File: config.mk
export PLATFORM = sky130hd
export DESIGN_NAME = stepper_phase_decoder
export DESIGN_NICKNAME = d
export VERILOG_FILES = /design/src/rtl/stepper_pkg.sv /design/src/rtl/phase_glitch_filter.sv /design/src/rtl/stepper_phase_decoder.sv
export SDC_FILE = /design/constraint.sdc
export NUM_CORES = 1
export LEC_CHECK = 0
export BUFFER_PORTS_ARGS = -buffer_cell sky130_fd_sc_hd__buf_4
export CAP_MARGIN = 20
export CORE_ASPECT_RATIO = 0.8
export CORE_MARGIN = 5
export CORE_UTILIZATION = 40
export CTS_CLUSTER_DIAMETER = 40
export DETAILED_ROUTE_END_ITERATION = 6
export PLACE_DENSITY_LB_ADDON = 0.3
export SLEW_MARGIN = 0
export SYNTH_ARGS = -nofsm -noshare
export SYNTH_HDL_FRONTEND = slang
export SYNTH_SLANG_ARGS = --single-unit
File: constraint.sdc
create_clock -name clk -period 4.4 [get_ports clk]
set_clock_uncertainty 0.2 [all_clocks]
set_input_delay 0.88 -clock clk [delete_from_list [all_inputs] [get_ports clk]]
set_output_delay 0.88 -clock clk [all_outputs]
set_load 0.005 [all_outputs]
File: src/rtl/stepper_pkg.sv
// rtl/stepper_pkg.sv - shared coil-pattern constants and half-step index lookup
package stepper_pkg;

    localparam logic [3:0] IDLE_PATTERN = 4'b0000;
    localparam logic [3:0] PAT_IDX0 = 4'b1000;
    localparam logic [3:0] PAT_IDX1 = 4'b1100;
    localparam logic [3:0] PAT_IDX2 = 4'b0100;
    localparam logic [3:0] PAT_IDX3 = 4'b0110;
    localparam logic [3:0] PAT_IDX4 = 4'b0010;
    localparam logic [3:0] PAT_IDX5 = 4'b0011;
    localparam logic [3:0] PAT_IDX6 = 4'b0001;
    localparam logic [3:0] PAT_IDX7 = 4'b1001;

    typedef struct packed {
        logic       valid;
        logic [2:0] idx;
    } phase_idx_t;

    function automatic phase_idx_t pattern_to_idx(input logic [3:0] pattern);
        phase_idx_t r;
        r = '{valid: 1'b1, idx: 3'd0};
        case (pattern)
            PAT_IDX0: r.idx = 3'd0;
            PAT_IDX1: r.idx = 3'd1;
            PAT_IDX2: r.idx = 3'd2;
            PAT_IDX3: r.idx = 3'd3;
            PAT_IDX4: r.idx = 3'd4;
            PAT_IDX5: r.idx = 3'd5;
            PAT_IDX6: r.idx = 3'd6;
            PAT_IDX7: r.idx = 3'd7;
            default:  r.valid = 1'b0;
        endcase
        return r;
    endfunction

endpackage

File: src/rtl/phase_glitch_filter.sv
// rtl/phase_glitch_filter.sv - coil-line synchronizer and stability filter
module phase_glitch_filter
    import stepper_pkg::*;
#(
    parameter int STABLE_CYCLES = 4
) (
    input  logic       clk,
    input  logic       rst,
    input  logic [3:0] raw,
    output logic [3:0] pattern,
    output logic       accept
);

    localparam int CNT_W = $clog2(STABLE_CYCLES + 1);
    localparam logic [CNT_W-1:0] CNT_LAST = CNT_W'(STABLE_CYCLES - 1);

    logic [3:0]       sync1;
    logic [3:0]       sync2;
    logic [3:0]       cand;
    logic [CNT_W-1:0] cnt;
    logic             have_acc;

    // have_acc lets the very first stable pattern after reset be accepted,
    // even if it equals the reset value of pattern
    always_ff @(posedge clk or posedge rst) begin
        if (rst) begin
            sync1    <= '0;
            sync2    <= '0;
            cand     <= '0;
            cnt      <= '0;
            have_acc <= 1'b0;
            pattern  <= IDLE_PATTERN;
            accept   <= 1'b0;
        end else begin
            sync1  <= raw;
            sync2  <= sync1;
            accept <= 1'b0;
            if (sync2 != cand) begin
                cand <= sync2;
                cnt  <= '0;
            end else if (cnt != CNT_LAST) begin
                cnt <= cnt + 1'b1;
            end else if (!have_acc || cand != pattern) begin
                pattern  <= cand;
                have_acc <= 1'b1;
                accept   <= 1'b1;
            end
        end
    end

endmodule

File: src/rtl/stepper_phase_decoder.sv
// rtl/stepper_phase_decoder.sv - reconstructs step events, position and period from coil lines
module stepper_phase_decoder
    import stepper_pkg::*;
#(
    parameter int STABLE_CYCLES = 4,
    parameter int POS_W         = 16,
    parameter int PERIOD_W      = 24,
    parameter int TIMEOUT       = 2_000_000
) (
    input  logic                    clk,
    input  logic                    rst,
    input  logic                    in1,
    input  logic                    in2,
    input  logic                    in3,
    input  logic                    in4,
    input  logic                    pos_clr,
    input  logic                    err_clr,
    output logic                    step_valid,
    output logic                    step_dir,
    output logic                    step_full,
    output logic signed [POS_W-1:0] position,
    output logic [PERIOD_W-1:0]     period,
    output logic                    moving,
    output logic                    idle,
    output logic                    err
);

    localparam logic [PERIOD_W-1:0] TIMEOUT_CNT = PERIOD_W'(TIMEOUT);

    logic [3:0]              acc_pat;
    logic                    acc;
    phase_idx_t              cur;
    logic                    ref_valid;
    logic [2:0]              ref_idx;
    logic [2:0]              delta;
    logic                    step_ok;
    logic                    is_step;
    logic                    fwd;
    logic                    big;
    logic                    have_prev;
    logic [PERIOD_W-1:0]     since_cnt;
    logic signed [POS_W-1:0] pos_base;
    logic signed [POS_W-1:0] pos_inc;

    phase_glitch_filter #(.STABLE_CYCLES(STABLE_CYCLES)) u_filter (
        .clk     (clk),
        .rst     (rst),
        .raw     ({in1, in2, in3, in4}),
        .pattern (acc_pat),
        .accept  (acc)
    );

    assign cur   = pattern_to_idx(acc_pat);
    assign delta = cur.idx - ref_idx;

    always_comb begin
        step_ok = 1'b0;
        fwd     = 1'b0;
        big     = 1'b0;
        pos_inc = '0;
        case (delta)
            3'd1: begin step_ok = 1'b1; fwd = 1'b1;             pos_inc = POS_W'(1);  end
            3'd2: begin step_ok = 1'b1; fwd = 1'b1; big = 1'b1; pos_inc = POS_W'(2);  end
            3'd7: begin step_ok = 1'b1;                         pos_inc = POS_W'(-1); end
            3'd6: begin step_ok = 1'b1;             big = 1'b1; pos_inc = POS_W'(-2); end
            default: ;
        endcase
        is_step  = acc && cur.valid && ref_valid && step_ok;
        pos_base = pos_clr ? '0 : position;
    end

    // Later assignments win: a fault on the same edge as err_clr keeps err set,
    // and an idle accept overrides the timeout/step handling of moving.
    always_ff @(posedge clk or posedge rst) begin
        if (rst) begin
            step_valid <= 1'b0;
            step_dir   <= 1'b0;
            step_full  <= 1'b0;
            position   <= '0;
            period     <= '0;
            moving     <= 1'b0;
            idle       <= 1'b0;
            err        <= 1'b0;
            ref_valid  <= 1'b0;
            ref_idx    <= '0;
            have_prev  <= 1'b0;
            since_cnt  <= '0;
        end else begin
            step_valid <= 1'b0;
            if (err_clr) err <= 1'b0;
            if (pos_clr) position <= '0;
            if (is_step) begin
                step_valid <= 1'b1;
                step_dir   <= fwd;
                step_full  <= big;
                position   <= pos_base + pos_inc;
                period     <= have_prev ? since_cnt : '0;
                have_prev  <= 1'b1;
                since_cnt  <= PERIOD_W'(1);
                moving     <= 1'b1;
            end else begin
                if (since_cnt != '1) since_cnt <= since_cnt + 1'b1;
                if (since_cnt == TIMEOUT_CNT) begin
                    moving    <= 1'b0;
                    have_prev <= 1'b0;
                end
            end
            if (acc) begin
                if (acc_pat == IDLE_PATTERN) begin
                    idle      <= 1'b1;
                    ref_valid <= 1'b0;
                    moving    <= 1'b0;
                    have_prev <= 1'b0;
                end else if (!cur.valid) begin
                    idle      <= 1'b0;
                    err       <= 1'b1;
                    ref_valid <= 1'b0;
                    have_prev <= 1'b0;
                end else begin
                    idle      <= 1'b0;
                    ref_valid <= 1'b1;
                    ref_idx   <= cur.idx;
                    if (ref_valid && !step_ok) begin
                        err       <= 1'b1;
                        have_prev <= 1'b0;
                    end
                end
            end
        end
    end

endmodule

======== Word level (Yosys, flattened, before mapping) ========
Index checks and enable logic that the tools add are counted.
word-level totals
  register bits after elaboration ......... 96
  output and inout bits ................... 46
  latch bits .............................. 0
  logic and storage cells ................. 94
  memories ................................ 0
  input port bits ......................... 8
  memory bits (read-only) ................. 0
  bits in writable memories ............... 0
cells by class
  $add $sub $neg .......................... 4
  eq/ne operators ......................... 17
  div/mod/pow operators ................... 0
  shifts and indexed selects .............. 0
  mux-type cells .......................... 35
  bitwise operators ....................... 3
  magnitude comparators ................... 0
  reductions and logical operators ........ 16
  multipliers ............................. 0
operators with widths
  kind                   number
  $mux 24                3
  $pmux 16 s4            1
  $mux 16                2
  $mux 1                 26
  $add 24x1->24 const B  1
  $eq 24x21->1 const B   1
  $ne 24x24->1 const B   1
  $pmux 3 s7             1
  $add 16x16->16         1
  $eq 4x4->1 const B     3
  $eq 4x2->1 const B     2
  $eq 4x3->1 const B     2
  $ne 4x4->1             2
  $reduce_or 8->1        1
  $eq 3x3->1 const B     2
  $mux 3                 2
  $reduce_and 3->1       2
  $eq 4x1->1 const B     1
  $logic_and 1x1->1      4
  $logic_not 4->1        1
  $reduce_bool 2->1      2
  $reduce_or 2->1        2
  $reduce_or 4->1        1
  $add 3x1->3 const B    1
  7 further kinds        10

======== Longest topological paths before layout ========
Gate-level depths: netlist of the first run.
  word-level depth ........................ 12
  mapped depth ............................ 20
  depth with buffers taken out ............ 19

======== Hierarchy ========
A second synthesis of the first run with hierarchy kept.
unflattened totals
  cells, all modules ...................... 525
  area total of the unflattened synthesis .. 5027.3 µm²
by module, submodules not included
  module                 instances  cells an instance  area an instance (µm²)
  stepper_phase_decoder  1          470                4252.8
  phase_glitch_filter    1          55                 774.5

======== Worst setup path before layout of the first run ========
OpenSTA, ideal clock, no wires.
  path kind ............................... register to register
  from .................................... reg u_filter.pattern[2]
  to ...................................... reg position[10]
  period minus slack after synthesis ...... 4806 ps
  path slack .............................. -406 ps
  data arrival time ....................... 4541 ps
  required time ........................... 4135 ps
  cell stages (with the launch flop) ...... 19
  cells stage by stage .................... dfrtp_1 clkbuf_1 or2_2 o21ai_0 fa_1 clkbuf_1 inv_1 nor2_1 nor2_1 nor2_1 ha_1 inv_1 fa_1 nor2b_1 o2111ai_1 nand3_1 mux2_2 a2111oi_0 a21o_1
RTL lines
  item                    line                         RTL
  start, declared         phase_glitch_filter.sv:10    output logic [3:0] pattern,
  start signal, assigned  phase_glitch_filter.sv:44    pattern <= cand;
  end signal, assigned    stepper_phase_decoder.sv:96  position <= pos_base + pos_inc;
  end, declared           stepper_phase_decoder.sv:21  output logic signed [POS_W-1:0] position,

======== Worst setup path after layout of the first run ========
  from .................................... reg u_filter.pattern[0]
  to ...................................... reg position[10]
on the way
  word-level cells in the longest chain between the ends .. 8
  elaborated cells on any way between the ends .. 24
  classes of those cells .................. add/sub: 2; eq/ne: 12; mux: 5; reduce/logical: 5
RTL lines
  item                                                                    line                         RTL
  parallel branches: the longest is 7 deep, another holds $add 16x16->16  --
  $mux 16 (*)                                                             stepper_phase_decoder.sv:92  if (is_step) begin
Mark *: on every way between the ends.
A chain may end at the register's enable or synchronous reset.

==> flow_results.org, run 1 <==
** STA
- In this run the tightest slew margin relative to its limit is roughly 44%.
- The final hold violation count came to 0.
- At the pin with the least slew margin, the transition time is between 0.8 and 0.9 ns.
- Setup-failing EPs final :: 0
- Max Fclk :: ~240 MHz
- Setup repair after global routing left no endpoint under its margin.
- The count of final max-slew check failures is 0.
- The final critical path takes up between 90 and 100% of the cycle.
- PnR worst setup slack :: 0.193 ns
- Final worst path period need :: approximately 4.2 ns
- Across all hold checks on the routed design, the worst slack comes to about 0.15 ns.

** Yosys
- After synthesis the netlist holds a flip-flop and latch count of between 90 and 100.
- Synthesis handed over a netlist of between 500 and 600 instances.
- The cell area that synthesis handed to floorplanning was around 0.0052 sq mm.
- Counting every net in the synthesized netlist gives about 580.
- Mapped Avg Cell Area :: 9.53 sq um
- In the synthesized netlist the dominant register cell turns out to be dfrtp_1.
- Number of synthesized flops with an enable pin :: 0
- During synthesis, Yosys emitted a total of 0 warnings.
- Of the synthesized area, sequential elements account for 46.0%.
- Count of unique library cells instantiated by Yosys :: 60
- Share of flip-flops with an asynchronous set or reset :: between 90% and 100%

** Final layout
- Filler instances :: approximately 1200
- The multi-input combinational cells in the finished layout cover a total of about 0.0027 sq mm.
- Sequential cell area :: 0.00240 sq mm
- 0 antenna diodes ended up in the layout.
- In the final layout, the share of cells above drive strength 1 is roughly 18%.
- Leading cell type in the layout, fill and taps excluded :: dfrtp_1
- The library cells used most frequently in the layout, excluding fill and tap cells, are dfrtp_1, nand2_1, buf_4.
- Net total in the final layout :: between 600 and 700
- From synthesis to final layout, the design area changed by 19.0%.
- Final design utilization :: 48.5%
- Number of cells in the finished layout apart from fillers :: between 700 and 800

** Power and ir drop
- Of the total power, the share spent switching nets is between 20% and 30%.
- The analysis attributes to net switching a power of roughly 380 uW.
- The share of total power dissipated in combinational logic is under 10%.
- Static Leak :: between 3 and 4 nW
- Power comes to between 1.5 and 2 mW.
- Worst-case vdd ir drop :: between 0.2 and 0.25 mV
- Internal power comes to between 1 and 1.5 mW.
- Clk pwr share :: about half
- Power per cell area :: between 200 and 300 mW/mm^2
- Fraction of power consumed by sequential logic :: between 40% and 50%

** Clock network
- After clock tree synthesis, the clock-pin slew on the worst setup and hold paths is approximately 0.060 ns.
- The later pin in the worst-skew pair is clocked with a latency of about 0.35 ns.
- Total clock buffers created by CTS :: 9
- The clock passes through at most 2 buffers.
- Clock tree root driver cell :: clkbuf_16
- TritonCTS sink count :: 96
- The H-tree was split into 3 levels.
- Clock tree from TritonCTS :: done
- After clock tree synthesis, the flow added hold-fix buffers numbering 0.

** Floorplanning
- For this design the top-level I/O count stands at 54.
- Measured along the y axis, the die boundary spans around 110 um.
- The die is 138 um wide.
- For this configuration, the core starts out at a cell density of roughly 41%.
- The floorplan has 37 rows.
- The region available for standard cell placement spans 0.0128 sq mm.
- The die covers about 0.015 sq mm.

** Worst setup path
- Data on the critical path is required at its endpoint by 4.49 ns.
- For flop-to-flop paths, the worst setup slack is 0.19 ns.
- Sort of element at the end of the critical path :: flip-flop
- Data on the critical path arrives at its endpoint at approximately 4.3 ns.
- The critical path starts at u_filter.pattern[0]$_DFFE_PP0P_.
- Worst r2r dst :: position[10]$_DFF_PP0_
- The startpoint identified for the worst register-to-register timing path is u_filter.pattern[0]$_DFFE_PP0P_.
- The worst register-to-register path has a depth of 19.
- Worst Setup Start Kind :: flip-flop
- Peak fanout along the critical path :: 8
- CP Class :: reg2reg

** Global route
- Across every metal layer, demand over resource in global routing totals between 10% and 20%.
- Total global routing overflow :: 0
- Largest net degree at the start of global routing :: a little under 80
- Global-route wire length before repair :: 19200 um
- The initial antenna violation count came to 0.
- The number of global-route vias before repair is between 4000 and 5000.

** Drt
- Starting DRC count in detailed routing :: between 200 and 250
- The detail route stage leaves a number of antenna-violating nets equal to 0.
- The routed layout has 4050 vias.
- Summed over all layers, the routed wires come to ~11000 um.
- Post-route DRC violation count :: 0
- Average routed wire per standard cell :: about 14 um
- Via-per-instance ratio :: ~5.2
- Pre-antenna DRT Iters :: 4

** Placement
- Final HPWL DP :: about 7800 um
- Counting tap cells, the placed design contains a total of 758 instances.
- Routability-driven placement finished with a final weighted congestion of ~0.86.
- During placement, the flow inserted port buffers numbering between 50 and 60.
- Pre-CTS setup slack :: -0.0195 ns

** Hold path
- The tightest min-delay check is of the reg2reg type.
- Counting instances, the worst hold path has a depth of 0.
- Worst hold path startpoint :: u_filter.sync1[0]$_DFF_PP0_
- For hold timing, the worst endpoint is u_filter.sync2[0]$_DFF_PP0_.

** Outcome
- Result of the run :: complete, no violations

** Job
- Count of maximum capacitance violations :: 0
==> final cells by class <==
class | instances | share of cell area, %
inverter | 24 | 1.49
clock inverter | 5 | 1.39
timing repair buffer | 63 | 8.01
clock buffer | 11 | 4.07
tap | 175 | 3.52
sequential | 96 | 38.7
multi-input combinational | 403 | 42.8
==> registers in the layout, indices dropped and copies added (netlist names), 3 cells and up <==
signal / count
u_filter.cand: 4
period: 24
u_filter.sync1: 4
ref_idx: 3
u_filter.cnt: 3
position: 16
u_filter.sync2: 4
u_filter.pattern: 4
since_cnt: 24
==> power groups by stage <==
stage | clock (mW) | combinational, mW | sequential (mW)
2_1_floorplan | 0 | 0.0226 | 0.909
6_report | 0.879 | 0.0361 | 0.893
4_1_cts | 0.907 | 0.0359 | 0.893
3_5_place_dp | 0 | 0.0357 | 0.910
3_3_place_gp | 0 | 0.0345 | 0.910
5_1_grt | 0.945 | 0.0428 | 0.893
==> synthesized netlist by cell type, drive strengths merged (3+ instances only) <==
| master | instances | area share [%] |
|---|---|---|
| buf | 10 | 1.3 |
| a21o | 5 | 0.72 |
| o21ai | 16 | 1.5 |
| nor4b | 3 | 0.50 |
| o21a | 4 | 0.58 |
| nor3 | 7 | 0.77 |
| a31oi | 3 | 0.36 |
| o22ai | 4 | 0.48 |
| o31ai | 4 | 0.58 |
| nor2 | 42 | 3.1 |
| nand3 | 35 | 3.4 |
| dfrtp | 96 | 46 |
| a211oi | 4 | 0.67 |
| nand2b | 6 | 0.86 |
| nand4 | 11 | 1.3 |
| clkbuf | 15 | 1.1 |
| a21oi | 26 | 2.7 |
| inv | 24 | 1.7 |
| xor2 | 18 | 3.0 |
| mux2 | 16 | 3.5 |
| nand2 | 83 | 6.0 |
| xnor2 | 25 | 4.2 |
| and2 | 5 | 0.60 |
| ha | 20 | 4.8 |
| mux2i | 6 | 1.4 |
| nor2b | 16 | 1.9 |
| or3 | 5 | 0.60 |
| nor4 | 9 | 1.2 |
==> critical path: stages, from the launching register on <==
cell and delay (ns):
dfrtp_2 0.47, xor2_1 0.18, nand2_1 0.07, ha_1 0.15, inv_1 0.05, fa_2 0.41
xnor2_4 0.17, xnor2_2 0.19, nor2_4 0.13, nor2_1 0.05, nor2_1 0.08, ha_1 0.19
inv_1 0.06, fa_1 0.40, nor2b_1 0.22, o2111ai_2 0.17, nand3_1 0.15, mux2_2 0.35
a2111oi_2 0.34, a21o_1 0.12
==> how the worst max path moves through the flow <==
stage                                        end  slack [ns]
final                     position[10]$_DFF_PP0_        0.19
after detailed placement  position[10]$_DFF_PP0_       -0.02
after global routing      position[14]$_DFF_PP0_      0.0009
after global placement    position[10]$_DFF_PP0_        0.20
after floorplan           position[10]$_DFF_PP0_       0.005
after CTS                 position[10]$_DFF_PP0_        0.02
==> through the flow <==
| stage | instance area (sq um) | TNS [ns] |
|---|---|---|
| finish | 6220 | 0 |
| CTS | 6130 | 0 |
| global placement | 5780 | 0 |
| floorplan | 5230 | 0 |
| detailed placement | 5780 | -0.0195 |
| global route | 6220 | 0 |
==> repair_timing <==
action,CTS,global route
endpoints found under the setup margin,1,5
setup buffers,0,1
resized for setup,3,9
pin swaps,0,1
==> layer usage <==
metal	vias up	track usage, %	routed length [um]	share of wire, %
met2	64	23.2	5070	45
met5	-	0	0	0
li1	2003	-	-	-
met3	18	4.21	490	4.4
met4	0	5.33	190	1.7
met1	1965	20.9	5470	49
==> cells by family (layout without fill, tap and decap cells) <==
family | Yosys count | count (layout) | synth area share, %
mux | 22 | 22 | 4.84
simple gates | 229 | 229 | 21.1
fa+ha+maj | 22 | 22 | 5.56
compound gates | 87 | 87 | 11.2
buf+inv | 49 | 103 | 4.07
flops | 96 | 96 | 46.0
xor+xnor | 43 | 43 | 7.21
No activity file was read; power rests on OpenSTA's default activity.
==> run 2, diff against run 1 <==
- CORE_MARGIN: 5 -> 3
==> run 2 against run 1 <==
Against the previous run:
- cell count fell by 0.51%
- die area fell by 6.4%
- first-iteration DRC count fell by 5.0%
- critical endpoint unchanged
==> flow_results.org, run 2 (synthesis gave the netlist of run 1 again) <==
** Final layout
- Leaving out fill and tap cells, the most frequent cells in the layout are dfrtp_1, nand2_1, buf_4.
- Regs by FF count :: period: 24 flops, since_cnt: 24 flops, position: 16 flops
- The filler cell count in the final layout is 1180 (-2.1%).
- Leading cell type in the layout, fill and taps excluded :: dfrtp_1
- Area added between synthesis and finish :: 18.3%
- The ratio of cells with drive above 1 in the final layout is 18.3% (+0.33 points).
- Final design utilization :: 49.5% (+1.0 points)
- Antenna diodes :: 0 (unchanged)
- Net total in the final layout :: 627 (unchanged)

** Drt
- The remaining design rule violation count is 0 (unchanged).
- The number of iterations in the first detailed-routing pass was 4 (unchanged).
- The count of antenna-violating nets left after detailed routing was 0 (unchanged).
- The number of DRC markers after the initial detailed-route iteration was 191 (-5.0%).
- The wire length per cell after detailed routing was 14.4 um (-0.47%).
- Final WL :: 11100 um (-0.98%)
- Via-per-instance ratio :: 5.21 (-0.13%)
- The count of vias placed by the detailed router came to 4024 (-0.64%).

** Clock network
- Clock tree root driver cell :: clkbuf_16
- Clock tree from TritonCTS :: done
- Clock-pin slew on the worst setup and hold paths :: 0.07 ns (about the same)
- Cts hold-fix bufs :: 0 (unchanged)
- TritonCTS sink count :: 96 (unchanged)
- Number of buffers added for setup after CTS :: 0 (unchanged)
- The number of buffers inserted during clock tree synthesis is 9 (unchanged).
- The number of H-tree levels is 3 (unchanged).
- Number of buffers on the longest clock path :: 2 (unchanged)
- Worst skew pair latency :: 0.35 ns (about the same)

** Worst setup path
- Worst Path Required :: 4.48 ns (about the same)
- Data arrival time of the critical path :: 4.20 ns (-0.09 ns)
- Traced cell by cell, the critical path runs through xor2_1 > nand2_1 > ha_1 > inv_1 > fa_2 > inv_1 > nor2_4 > nor2_1 > nor2_1 > ha_1 > inv_1 > fa_1 > nor2b_2 > o2111ai_2 > nand3_1 > mux2_2 > a2111oi_2 > a21o_1.
- The setup slack of the most critical reg-to-reg path was 0.28 ns (+0.09 ns).
- Sort of element at the end of the critical path :: flip-flop
- Delay contributed by the slowest stage of the critical path :: 0.62 ns (+0.15 ns)
- The slowest stage of the critical path belongs to the cell fa_2.
- Peak fanout along the critical path :: 8 (unchanged)
- The cell that appears most often on the critical path is inv_1.
- STA classifies the critical path startpoint as a flip-flop.
- By startpoint and endpoint, the worst setup path is classified as reg2reg.

** STA
- The share of the cycle needed by the critical path after routing came to 93.6% (-2.1 points).
- Setup repair after global routing left no endpoint under its margin.
- Setup-failing EPs final :: 0 (unchanged)
- Final worst path period need :: 4.12 ns (-0.0908 ns)
- Max_slew headroom :: 43.7% (-0.20 points)
- The count of final max-slew check failures was 0 (unchanged).
- The maximum frequency from static timing analysis was 243 MHz (+2.2%).
- Final Hold Vio Count :: 0 (unchanged)
- Final total negative setup slack :: 0 ns (unchanged)
- Worst Max-Slew Pin Slew :: 0.845 ns (+0.00294 ns)

** Power and ir drop
- The part of the power in combinational logic was 1.9% (about the same).
- The net switching component of the power was 367 uW (-2.2%).
- The relative contribution of the clock network to total power is 47.9% (-0.7 points).
- Power per cell area :: 288 mW/mm^2 (-0.89%)
- The internal power summed over all cells came to 1.41 mW (-1.3%).
- The switching power share of the total came to 20.6% (-0.15 points).
- The reported leakage power was 2.99 nW (-0.46%).
- Fraction of power consumed by sequential logic :: 50.1% (+0.7 points)
- The maximum VDD drop came to 0.236 mV (+17%).

** Floorplanning
- Overall die height :: 108 um (-3.6%)
- The number of I/O pins came to 54 (unchanged).
- The width of the die came to 134 um (-2.9%).
- Area of the placeable core :: 0.0125 sq mm (-2.7%)
- The starting utilization of the core area came to 41.9% (+1.1 points).
- Die ar. :: 0.0145 sq mm (-6.4%)
- The cell row count was 36 (-2.7%).

** Global route
- The overall global routing resource usage is 16.0% (+0.78 points).
- The first-pass GRT wire length is 18800 um (-2.0%).
- The residual overflow from global routing came to 0 (unchanged).
- The pin count of the biggest net entering global routing was 62 (-21%).
- Initial antenna violation count :: 0 (unchanged)
- The number of global-route vias before repair was 3851 (-4.5%).

** Job
- Count of maximum capacitance violations :: 0 (unchanged)

** Hold path
- Worst hold-check path type :: reg2reg

** Placement
- Final HPWL DP :: 7740 um (-0.59%)
- The count of port buffers added during placement was 53 (unchanged).
- The final weighted congestion in routability-driven placement came to 0.894 (+3.8%).

** Outcome
- Result of the run :: complete, no violations
run 2: final cells by class:
class                      count  area, sq um  area share (%)
tap                          171          214            3.46
timing repair buffer          63          485            7.86
sequential                    96         2410            38.9
multi-input combinational    403         2650            42.9
clock inverter                 6         90.1            1.46
inverter                      24         92.6            1.50
clock buffer                  10          239            3.87
run 2: per-layer routing:
layer	vias to the layer above	part of all wire, %	track usage, %
met4	0	1.3	4.41
met3	11	4.0	3.91
met5	-	0	0
met2	73	46	25.2
li1	2006	-	-
met1	1934	48	22.3
run 2: repair_timing:
action                     in CTS  in global routing
setup endpoints to repair       1                  4
gates resized for setup         3                 11
hold endpoints to repair        0                  0
run 2: worst paths after layout:
check	startpoint	to	cells after the start
setup / recovery	u_filter.pattern[1]$_DFFE_PP0P_	position[10]$_DFF_PP0_	18
max in group asynchronous	rst	u_filter.pattern[0]$_DFFE_PP0P_	3
setup reg to reg	u_filter.pattern[1]$_DFFE_PP0P_	position[10]$_DFF_PP0_	18
hold reg to reg	u_filter.sync1[2]$_DFF_PP0_	u_filter.sync2[2]$_DFF_PP0_	0
hold / removal	u_filter.sync1[2]$_DFF_PP0_	u_filter.sync2[2]$_DFF_PP0_	0
min in group asynchronous	rst	u_filter.sync1[0]$_DFF_PP0_	2
run 2: critical path: cells and delay by family, from the launching register on:
| kind | cells | cell delay [ns] |
|---|---|---|
| AND/OR/NAND/NOR | 6 | 0.66 |
| multiplexers | 1 | 0.36 |
| AO/OA/AOI/OAI | 3 | 0.60 |
| flip-flops | 1 | 0.46 |
| XOR/XNOR | 1 | 0.16 |
| buffers and inverters | 3 | 0.26 |
| adder cells (fa/ha/maj) | 4 | 1.35 |
run 2: stage by stage:
stage	cells	hold slack [ns]	area [sq um]	power, mW	worst slack [ns]
floorplan	548	0.131	5230	0.931	0.00487
global placement	756	0.133	5790	0.945	0.202
detailed placement	756	0.136	5790	0.946	0.00548
CTS	772	0.152	6130	1.81	0.0670
global route	773	0.164	6180	1.85	0.0117
finish	773	0.148	6180	1.78	0.284
run 2: power by group through the flow:
stage	Sequential, mW	Clock, mW	Combinational [mW]
final	0.893	0.854	0.0346
after CTS	0.893	0.881	0.0367
after detailed placement	0.910	0	0.0366
after global routing	0.893	0.912	0.0406
after global placement	0.909	0	0.0358
after floorplan	0.909	0	0.0226
==> run 3, diff against run 2 <==
- CORE_ASPECT_RATIO: 0.8 -> 1.1
- CORE_UTILIZATION: 40 -> 35
==> run 3 against run 2 <==
Against the previous run:
- count of clock-buffer cells in the layout is 2 higher
- first-iteration DRC count is 34% higher
- maximum frequency is 1.7% lower
- critical endpoint unchanged
- highest routed layer unchanged
==> flow_results.org, run 3 (synthesis gave the netlist of run 1 again) <==
** Outcome
- Result of the run :: complete, no violations

** Worst setup path
- Reg2reg path depth :: 19 (+1)
- Data arrival time of the critical path :: 4.28 ns (+0.08 ns)
- The required time reported for the critical path endpoint was 4.49 ns (about the same).
- CP Class :: reg2reg
- Worst Setup Start Kind :: flip-flop
- Sort of element at the end of the critical path :: flip-flop
- The maximum fanout along the worst path was 7 (-1).

** Clock network
- The number of buffers inserted during clock tree synthesis is 9 (unchanged).
- The worst-skew pair later-pin latency was 0.35 ns (about the same).
- TritonCTS sink count :: 96 (unchanged)
- Clock-pin slew on the worst setup and hold paths :: 0.06 ns (about the same)
- Maximum level of the CTS H-tree :: 3 (unchanged)
- The cell sitting at the root of the clock tree is a clkbuf_16.
- The buffer levels on the longest clock path was 2 (unchanged).
- Clock tree from TritonCTS :: done
- Cts hold-fix bufs :: 0 (unchanged)

** Power and ir drop
- The net switching component of the power is 365 uW (-0.53%).
- Int Power :: 1.30 mW (-8.2%)
- The part of the power in combinational logic is 2.0% (about the same).
- Worst-case vdd ir drop :: 0.135 mV (-43%)
- Power per cell area :: 271 mW/mm^2 (-6.2%)
- The switching power share of the total came to 21.9% (+1.3 points).
- Clk pwr share :: 44.3% (-3.6 points)
- Fraction of power consumed by sequential logic :: 53.7% (+3.6 points)
- The reported leakage power is 2.97 nW (-0.94%).
- Total Power :: 1.66 mW (-6.6%)

** Hold path
- Worst hold-check path type :: reg2reg
- The depth of the worst hold-timing path was 0 (unchanged).

** STA
- Number of slew-limit violations in the final report :: 0 (unchanged)
- The number of setup violations in the final report was 0 (unchanged).
- The final hold violation count came to 0 (unchanged).
- Worst slack on hold paths :: 0.151 ns (+0.00323 ns)
- Max_slew headroom :: 36.8% (-6.9 points)
- The share of the cycle needed by the critical path after routing was 95.2% (+1.6 points).
- The maximum frequency from static timing analysis was 239 MHz (-1.7%).
- Worst Max-Slew Pin Slew :: 0.949 ns (+0.104 ns)
- The minimum clock period came to 4.19 ns (+0.0720 ns).

** Final layout
- Regs by FF count :: period: 24 flops, since_cnt: 24 flops, position: 16 flops
- Most frequent cells in the layout :: dfrtp_1, nand2_1, buf_4
- The ratio of cells with drive above 1 in the final layout was 17.8% (-0.50 points).
- Final design utilization :: 42.4% (-7.1 points)
- The area growth from synthesis to layout is 17.8%.
- The final instance area came to 0.00615 sq mm (-0.47%).
- Leaving out fill and tap cells, the most frequent cell in the layout is dfrtp_1.
- The filler cell count in the final layout is 1423 (+21%).
- The final layout net count is 627 (unchanged).
- The antenna diode instance count was 0 (unchanged).

** Drt
- Final WL :: 11600 um (+4.0%)
- The wire length per cell after detailed routing is 14.6 um (+1.3%).
- The count of antenna-violating nets left after detailed routing was 0 (unchanged).
- Vias post-DR :: 4077 (+1.3%)
- The remaining design rule violation count was 0 (unchanged).
- The number of DRC markers after the initial detailed-route iteration came to 255 (+34%).
- Via-per-instance ratio :: 5.13 (-1.4%)
- The number of iterations in the first detailed-routing pass was 5 (+1).

** Global route
- Largest net degree at the start of global routing :: 78 (+26%)
- Initial antenna violation count :: 0 (unchanged)
- Total global routing overflow :: 0 (unchanged)
- Global-route wire length before repair :: 19900 um (+5.7%)
- Overall Global Routing Usage :: 15.0% (-0.99 points)
- Via count of the first global-routing pass :: 4217 (+9.5%)

** Floorplanning
- Floorplan die width :: 122 um (-8.4%)
- The die extent in y came to 134 um (+24%).
- Starting density of the core :: 36.0% (-5.8 points)
- The overall die area was 0.0164 sq mm (+13%).
- Placement Rows :: 46 (+28%)
- The placeable core area came to 0.0145 sq mm (+16%).
- Boundary Pins :: 54 (unchanged)

** Job
- Count of maximum capacitance violations :: 0 (unchanged)

** Placement
- The final weighted congestion in routability-driven placement came to 0.814 (-8.9%).
- The detailed-placement wirelength estimate is 8050 um (+4.0%).
- The post-detailed-placement cell area came to 0.00582 sq mm (+0.45%).
- Port Buffers :: 53 (unchanged)
-- run 3: power by group through the flow --
| stage | Combinational (mW) | Clock, mW | Sequential [mW] |
|---|---|---|---|
| after global routing | 0.0395 | 0.795 | 0.893 |
| after global placement | 0.0351 | 0 | 0.910 |
| final | 0.0336 | 0.737 | 0.893 |
| after CTS | 0.0356 | 0.762 | 0.893 |
| after floorplan | 0.0226 | 0 | 0.909 |
| after detailed placement | 0.0355 | 0 | 0.910 |
-- run 3: path summary, 6_finish.rpt --
check / from / to / slack [ns]
min in group asynchronous: rst / period[4]$_DFFE_PP0P_ / 0.55
max in group asynchronous: rst / period[13]$_DFFE_PP0P_ / 2.61
min: u_filter.sync1[1]$_DFF_PP0_ / u_filter.sync2[1]$_DFF_PP0_ / 0.15
max: u_filter.pattern[3]$_DFFE_PP0P_ / position[10]$_DFF_PP0_ / 0.21
max reg2reg: u_filter.pattern[3]$_DFFE_PP0P_ / position[10]$_DFF_PP0_ / 0.21
min reg2reg: u_filter.sync1[1]$_DFF_PP0_ / u_filter.sync2[1]$_DFF_PP0_ / 0.15
-- run 3: final cells by class --
type	instances	area, sq um	area share [%]
clock buffer	12	246	4.01
clock inverter	4	30.0	0.488
inverter	24	92.6	1.51
multi-input combinational	403	2650	43.1
sequential	96	2410	39.1
tap	192	240	3.91
timing repair buffer	63	485	7.89
-- run 3: worst max-delay path, stage by stage (launching register included) --
cell	delay, ns
dfrtp_2	0.46
xor2_1	0.18
nand2_1	0.08
ha_1	0.14
inv_1	0.05
fa_2	0.39
xor2_2	0.17
xnor2_1	0.19
nor2_1	0.14
nor2_1	0.05
nor2_1	0.09
ha_1	0.20
inv_1	0.07
fa_1	0.41
nor2b_2	0.14
o2111ai_1	0.18
nand3_1	0.18
mux2_2	0.36
a2111oi_2	0.33
a21o_1	0.12
-- run 3: layer usage --
layer  global-route usage (%)  vias to the layer above  share of wire, %
met4                     6.78                        0               2.1
met3                     2.66                       17               3.4
met5                        0                        -                 0
met2                     26.2                       80                52
met1                     18.0                     1975                43
li1                         -                     2005                 -
-- run 3: per-stage QoR --
stage,worst slack (ns),TNS [ns],cells
after floorplan,0.00487,0,548
final,0.212,0,794
after global placement,0.251,0,777
after global routing,-0.0230,-0.0230,794
after CTS,0.0542,0,793
after detailed placement,0.107,0,777
-- run 3: timing repair --
action	in CTS	in global routing
endpoints found under the setup margin	0	5
resized for setup	0	13
hold endpoints to repair	0	0
buffers inserted	0	0
